<file path="config.mk">
export PLATFORM = sky130hd
export DESIGN_NAME = bundle_stream_capture
export DESIGN_NICKNAME = d
export VERILOG_FILES = /design/src/rtl/bundle_stream_capture.sv
export SDC_FILE = /design/constraint.sdc
export NUM_CORES = 1
export LEC_CHECK = 0
export ABC_AREA = 1
export CORE_ASPECT_RATIO = 1.2
export CORE_UTILIZATION = 45
export CTS_CLUSTER_DIAMETER = 200
export CTS_CLUSTER_SIZE = 25
export DETAILED_ROUTE_END_ITERATION = 8
export PLACE_DENSITY = 0.73
export SLEW_MARGIN = 30
export SYNTH_ARGS = -nofsm -noshare
export SYNTH_HDL_FRONTEND = slang
export SYNTH_SLANG_ARGS = --single-unit
</file>
<file path="constraint.sdc">
create_clock -name clock -period 1.9 [get_ports clock]
set_input_delay 0.38 -clock clock [delete_from_list [all_inputs] [get_ports clock]]
set_output_delay 0.38 -clock clock [all_outputs]
set_load 0.05 [all_outputs]
</file>
<file path="src/rtl/bundle_stream_capture.sv">
// Bundle sampler: parity check, inp recurrence period, valid/ready FIFO.
// Optional drop counter output enabled by BUNDLE_CAPTURE_DROPCNT_EN.
module bundle_stream_capture #(
  parameter int WIDTH = 4,
  parameter int IDX_W = 2,
  parameter int DEPTH = 8,
  parameter int CNT_W = 8
) (
  input  logic                   clock,
  input  logic                   reset,
  input  logic                   in_valid,
  input  logic [IDX_W-1:0]       in_index,
  input  logic [WIDTH-1:0]       in_inp,
  input  logic                   in_out,
  output logic                   out_valid,
  input  logic                   out_ready,
  output logic [IDX_W+WIDTH:0]   out_data,
  output logic                   full,
  output logic                   overflow,
  output logic                   parity_err,
  output logic [CNT_W-1:0]       period,
`ifdef BUNDLE_CAPTURE_DROPCNT_EN
  output logic [CNT_W-1:0]       drop_count,
`endif
  output logic                   period_valid
);

  localparam int DW = IDX_W + WIDTH + 1;
  localparam int AW = $clog2(DEPTH);
  localparam logic [AW:0] L_DEPTH = (AW+1)'(DEPTH);

  typedef enum logic [1:0] {
    S_IDLE,
    S_COUNT,
    S_DONE
  } state_t;

  logic [DW-1:0]    r_mem [DEPTH];
  logic [AW-1:0]    r_wptr;
  logic [AW-1:0]    r_rptr;
  logic [AW:0]      r_count;
  logic             r_out_valid;
  logic [DW-1:0]    r_out_data;
  logic             r_overflow;
  logic             r_parity_err;
  state_t           r_state;
  logic [WIDTH-1:0] r_ref;
  logic [CNT_W-1:0] r_cnt;
  logic [CNT_W-1:0] r_period;
  logic             r_period_valid;

  logic             w_full;
  logic             w_pop;
  logic             w_push;
  logic             w_drop;
  logic             w_perr;
  logic [DW-1:0]    w_in_data;
  logic [AW-1:0]    w_rptr_n;
  logic [AW:0]      w_count_n;
  logic [DW-1:0]    w_head_n;
  logic [CNT_W-1:0] w_cnt_inc;

  assign w_full    = (r_count == L_DEPTH);
  assign w_pop     = r_out_valid & out_ready;
  assign w_push    = in_valid & (~w_full | w_pop);
  assign w_drop    = in_valid & w_full & ~w_pop;
  assign w_perr    = in_valid & (in_out != ^in_inp);
  assign w_in_data = {in_index, in_inp, in_out};
  assign w_rptr_n  = w_pop ? r_rptr + AW'(1) : r_rptr;

  always_comb begin
    w_count_n = r_count;
    if (w_push && !w_pop)
      w_count_n = r_count + (AW+1)'(1);
    else if (w_pop && !w_push)
      w_count_n = r_count - (AW+1)'(1);
  end

  // New head bypasses memory when it is the entry written this edge.
  assign w_head_n = (w_push && (w_rptr_n == r_wptr)) ?
                    w_in_data : r_mem[w_rptr_n];

  always_ff @(posedge clock) begin
    if (w_push)
      r_mem[r_wptr] <= w_in_data;
  end

  always_ff @(posedge clock) begin
    if (reset) begin
      r_wptr      <= '0;
      r_rptr      <= '0;
      r_count     <= '0;
      r_out_valid <= 1'b0;
      r_out_data  <= '0;
    end else begin
      if (w_push)
        r_wptr <= r_wptr + AW'(1);
      r_rptr      <= w_rptr_n;
      r_count     <= w_count_n;
      r_out_valid <= (w_count_n != '0);
      if (w_count_n != '0)
        r_out_data <= w_head_n;
    end
  end

  always_ff @(posedge clock) begin
    if (reset) begin
      r_overflow   <= 1'b0;
      r_parity_err <= 1'b0;
    end else begin
      if (w_drop)
        r_overflow <= 1'b1;
      if (w_perr)
        r_parity_err <= 1'b1;
    end
  end

`ifdef BUNDLE_CAPTURE_DROPCNT_EN
  logic [CNT_W-1:0] r_drop_count;

  always_ff @(posedge clock) begin
    if (reset)
      r_drop_count <= '0;
    else if (w_drop && r_drop_count != '1)
      r_drop_count <= r_drop_count + CNT_W'(1);
  end

  assign drop_count = r_drop_count;
`endif

  assign w_cnt_inc = (r_cnt == '1) ? r_cnt : r_cnt + CNT_W'(1);

  always_ff @(posedge clock) begin
    if (reset) begin
      r_state        <= S_IDLE;
      r_ref          <= '0;
      r_cnt          <= '0;
      r_period       <= '0;
      r_period_valid <= 1'b0;
    end else if (in_valid) begin
      unique case (r_state)
        S_IDLE: begin
          r_ref   <= in_inp;
          r_cnt   <= '0;
          r_state <= S_COUNT;
        end
        S_COUNT: begin
          r_cnt <= w_cnt_inc;
          if (in_inp == r_ref) begin
            r_period       <= w_cnt_inc;
            r_period_valid <= 1'b1;
            r_state        <= S_DONE;
          end else if (w_cnt_inc == '1) begin
            r_period       <= '0;
            r_period_valid <= 1'b1;
            r_state        <= S_DONE;
          end
        end
        S_DONE: begin
          r_state <= S_DONE;
        end
        default: begin
          r_state <= S_IDLE;
        end
      endcase
    end
  end

  assign out_valid    = r_out_valid;
  assign out_data     = r_out_data;
  assign full         = w_full;
  assign overflow     = r_overflow;
  assign parity_err   = r_parity_err;
  assign period       = r_period;
  assign period_valid = r_period_valid;

endmodule
</file>
# --- Word-level counts from Yosys, hierarchy flattened ---
# Memories as Yosys holds them, arrays and structs flattened. A register that Yosys moved wholly into a read port is not among the register bits.
# Index checks and enable logic that the tools add are counted.
word_totals:
  ff_bits: 36
  ramBits: 56
  in_bits: 11
  out_inout_bits: 20
  wordCells: 60
  memories: 1
memory_table:
  columns: ["memory", "depth", "width", "read_ports", "rd_ports_with_merged_regs", "wr", "line", "text"]
  rows:
  - ["r_mem", 8, 7, 1, 1, 1, "38", "logic [DW-1:0] r_mem [DEPTH];"]
op_classes:
  n_addsub: 5
  eq_ne: 8
  n_mux: 14
  bitwise_logic: 8
  reduce_logical: 13
ops:
  columns: ["operator", "count"]
  rows:
  - ["$mux W8", 3]
  - ["$eq A8 B8 Y1 const B", 2]
  - ["$pmux W8 S2", 1]
  - ["$add A8 B1 Y8 const B", 1]
  - ["$mux W4", 2]
  - ["$add A3 B1 Y3 const B", 2]
  - ["$pmux W2 S3", 1]
  - ["$reduce_and A2 Y1", 3]
  - ["$and A1 B1 Y1", 5]
  - ["$add A4 B1 Y4 const B", 1]
  - ["$eq A4 B4 Y1", 1]
  - ["$eq A4 B4 Y1 const B", 1]
  - ["$mux W1", 4]
  - ["$mux W2", 2]
  - ["$reduce_bool A2 Y1", 2]
  - ["$reduce_bool A4 Y1", 1]
  - ["$reduce_xor A4 Y1", 1]
  - ["$sub A4 B1 Y4 const B", 1]
  - ["$mux W3", 1]
  - ["$ne A3 B3 Y1 const B", 1]
  - ["$reduce_and A3 Y1", 1]
  - ["$eq A2 B1 Y1 const B", 1]
  - ["$eq A2 B2 Y1 const B", 1]
  - ["$logic_and A1 B1 Y1", 2]
  - ["other kinds (5)", 7]

# --- Logic depth before layout (Yosys ltp) ---
logic_depth:
  ltp_word: 9
  ltp_mapped: 14
  depth_no_buf: 14

# --- Least setup slack after synthesis ---
# Ideal clock, no wire load.
synth_path:
  path_type: "reg2reg"
  start: "reg r_count[0]"
  end: "mem r_mem[4][0] (netlist name), enable pin"
  setup_time_ns: 0.360
  t_arrival_ns: 1.857
  required_ns: 1.540
  path_slack_ns: -0.317
  stages_incl_launch_ff: 9
  path_buffers: 1
  synth_period_minus_slack_ns: 2.217
  cell_sequence: "dfxtp_1 inv_1 ha_1 nand3_2 inv_1 a21oi_1 buf_2 nand2_1 nor2_1"
synth_via:
  elab_chain_cells: 6
synth_lines:
  columns: ["item", "line", "text"]
  rows:
  - ["start: declaration", "41", "logic [AW:0] r_count;"]
  - ["start signal: assignment", "99", "r_count <= w_count_n;"]
  - ["$eq A4 B4 Y1", "63", "assign w_full = (r_count == L_DEPTH);"]
  - ["named net full", "18", "output logic full,"]
  - ["$not A1 Y1", "65", "assign w_push = in_valid & (~w_full | w_pop);"]
  - ["$or A1 B1 Y1", "65", null]
  - ["$and A1 B1 Y1", "65", null]
  - ["$mux W1", "84", "if (w_push)"]
  - ["$mux W1 (not written as such)", "85", "r_mem[r_wptr] <= w_in_data;"]
  - ["end: declaration", "38", null]
# The timed path passes the listed nets, and every way through them passes these cells.

# --- Final worst setup path ---
layout_path:
  start: "reg r_parity_err, in the netlist parity_err"
  end: "out parity_err"
layout_rtl:
  columns: ["item", "line", "text"]
  rows:
  - ["start: declaration", "45", "logic r_parity_err;"]
  - ["start signal: assignment", "109", "r_parity_err <= 1'b0;"]
  - ["start signal: assignment", "114", "r_parity_err <= 1'b1;"]
  - ["end: declaration", "20", "output logic parity_err,"]
# No word-level cell between the ends.

==> flow_summary_export.csv <==
group,metric,value,unit
critical_path,crit_buf_inv,1,
final_layout,fin_area,5918,µm²
routing,vias_per_cell,5.280,
synthesis,synth_flop_cell,"edfxtp_1",
timing,fmax,536.3,MHz
die,die_w,94.39,µm
clock_tree,cts_tree,"done",
final_layout,final_cell_mix,"92 x nand2_1, 79 x nor2_1, 56 x edfxtp_1",
critical_path,cp.required,1.52,ns
synthesis,synth_largest_area_cell,"edfxtp_1",
grt,grt_pass1_vias,3674,
die,std_cell_rows,40,
routing,wl,11320,µm
grt,grt.overflow.total,0,
synthesis,ys_seq_area_frac,0.5516,
critical_path,cpMaxStageDelayCell,"clkdlybuf4s50_1",
timing,min_period_over_period,0.9813,
placement,preCtsSetupSlack,-0.3597,ns
timing,setup_slack,0.03545,ns
synthesis,avgSynthCellArea,9.056,µm²
routing,route.detailed.drc,0,
critical_path,path_class,"reg2out",
final_layout,n_antenna_cell,0,
clock_tree,clock_sinks,99,
final_layout,drive_gt1_frac,0.2301,
synthesis,synth_top_area_share,0.3648,
placement,io_buffers,30,
routing,final_antenna_net_count,0,
synthesis,ys_warn_count,0,
timing,tightest_slew,0.5148,ns
synthesis,ys_types,36,
timing,drv_slew,0,
clock_tree,cts_hold_buf,0,
clock_tree,cts_root_buffer,"clkbuf_16",
placement,gp_congestion,0.8346,
timing,hold_viol,0,
synthesis,synthArstFlopShare,0,
timing,setup_tns,0,ns
die,dieArea,10650,µm²
final_layout,nFillCells,832,
clock_tree,htree_levels,3,
critical_path,crit_fanout,2,
clock_tree,numCtsBuffers,9,
timing,rsz0062_at_grt,"yes",
timing,finalSetupViolCount,0,
routing,first_iter_violations,236,
clock_tree,path_clk_slew,0.07,ns
worst_hold_path,hp-class,"in2reg",
clock_tree,clock_latency,0.35,ns
timing,relSlewSlack,0.6562,
synthesis,synth_area_leaders,"edfxtp_1 36%, dfxtp_1 19%, nand2_1 7.7%, nor2_1 7.2%, o21ai_0 4.6%",
power_and_ir_drop,peakVddDrop,0.4621,mV
status,outcome,"completed",
power_and_ir_drop,fin_total_pwr,5.836,mW
routing,vias,3786,
power_and_ir_drop,power.density,986.0,nW/µm²
synthesis,synth_area,4609,µm²
grt,grt_pass1_wl,17080,µm
die,die_y,112.9,µm
critical_path,path_cells,"clkdlybuf4s50_1",
run,max_cap_violations,0,
die,start_util,0.4605,
placement,placed_area,5421,µm²
timing,finClkSkew,0.01018,ns
critical_path,start_kind,"flop",
routing,avgRoutedWirePerCell,15.79,µm
die,coreArea,10010,µm²
placement,dp.final_hpwl,7580,µm
synthesis,ys_seq_elements,99,
grt,grt_max_degree,29,
critical_path,critPathTopFamily,"buffers and inverters",
critical_path,slowest_delay,0.80,ns
final_layout,num-nets-final,604,
final_layout,syn2layout_area_growth,28.39,%
routing,dr.pass1.iters,5,
grt,grtUsageTotal,0.2147,
critical_path,crit_path_end_kind,"primary output",
synthesis,synthesis.nets,527,
timing,min_period,1.865,ns
synthesis,synthesis.instances,509,
critical_path,crit_arrival,1.48,ns
die,ioPinCount,31,
clock_tree,clockBufferDepth,2,
synthesis,synth_edf_count,56,
final_layout,final_common_cell,"nand2_1",
power_and_ir_drop,p_leak,2.506,nW
grt,antenna_found_initial,0,
kinds of logic (layout without fill, tap and decap cells):
family / Yosys count / count (layout) / share of synthesized area
xor+xnor: 15 / 15 / 0.03420
flops: 99 / 99 / 0.5516
compound gates: 84 / 84 / 0.09637
buf+inv: 56 / 138 / 0.05999
fa+ha+maj: 7 / 7 / 0.01900
simple gates: 248 / 248 / 0.2389
where the power goes:
group          switching (mW)  internal (mW)
clock network           0.851          0.914
logic                   0.985          0.609
registers              0.0770           2.40
total                    1.91           3.92
registers in the layout, summed over array words and instances (netlist names):
name and flops:
out_data 7, out_valid 1, overflow 1, parity_err 1
period 8, period_valid 1, r_cnt 8, r_count 4
r_mem 56, r_ref 4, r_rptr 3, r_state 2
r_wptr 3
worst min-delay path: cells and delay by family:
family / cells / cell delay (ns)
AO/OA/AOI/OAI: 1 / 0.11
buffers and inverters: 1 / 0.17
AND/OR/NAND/NOR: 1 / 0.07
layer usage:
layer  track usage  share of wire  vias to the layer above
met2        0.3928           0.54                      128
met1        0.2325           0.38                     1790
met4        0.1015          0.028                        0
met5             0              0                        -
li1              -              -                     1846
met3       0.04301          0.058                       22
cell type report:
cell class                      instances  area, µm²  share of cell area
Sequential cell                        99       2549              0.4307
Multi-Input combinational cell        354       1939              0.3277
Timing Repair Buffer                   82      819.5              0.1385
Clock buffer                            9      225.2             0.03805
Inverter                               39      161.4             0.02727
Tap cell                              126      157.7             0.02664
Clock inverter                          7      61.31             0.01036
Timing Repair inverter                  1      5.005           0.0008457
final timing paths:
check / start / to / slack, ns / cells after the start
max: parity_err$_SDFFE_PP0P_ / parity_err / 0.04 / 1
min: in_valid / overflow$_SDFFE_PP0P_ / 0.41 / 3
max reg2reg: r_rptr[0]$_SDFF_PP0_ / out_data[0]$_SDFFE_PP0P_ / 0.05 / 10
min reg2reg: period_valid$_SDFFE_PP0P_ / period_valid$_SDFFE_PP0P_ / 0.46 / 2
through the flow:
step | hold WS (ns) | instances | util
2_1_floorplan | 0.4717 | 509 | -
3_3_place_gp | 0.4382 | 691 | 0.5416
3_5_place_dp | 0.4496 | 691 | 0.5416
4_1_cts | 0.4613 | 707 | 0.5705
5_1_grt | 0.4392 | 717 | 0.5913
6_report | 0.4129 | 717 | 0.5913
cell usage after synthesis (6+ instances only):
cell type   n
a21oi_1    23
buf_6       6
dfxtp_1    43
edfxtp_1   56
ha_1        7
inv_1      33
nand2_1    95
nand2_2    11
nand3_1    29
nand4_1     7
nor2_1     89
o21ai_0    42
o21ai_1    10
o22ai_1     6
xnor2_1     6
xor2_1      7
what timing repair did:
action	in CTS	in global routing
pin swaps	0	12
resized for setup	2	38
endpoints found under the hold margin	0	0
endpoints found under the setup margin	2	52
gates cloned	0	4
buffers inserted	0	6
(Power assumes the default switching activity.)
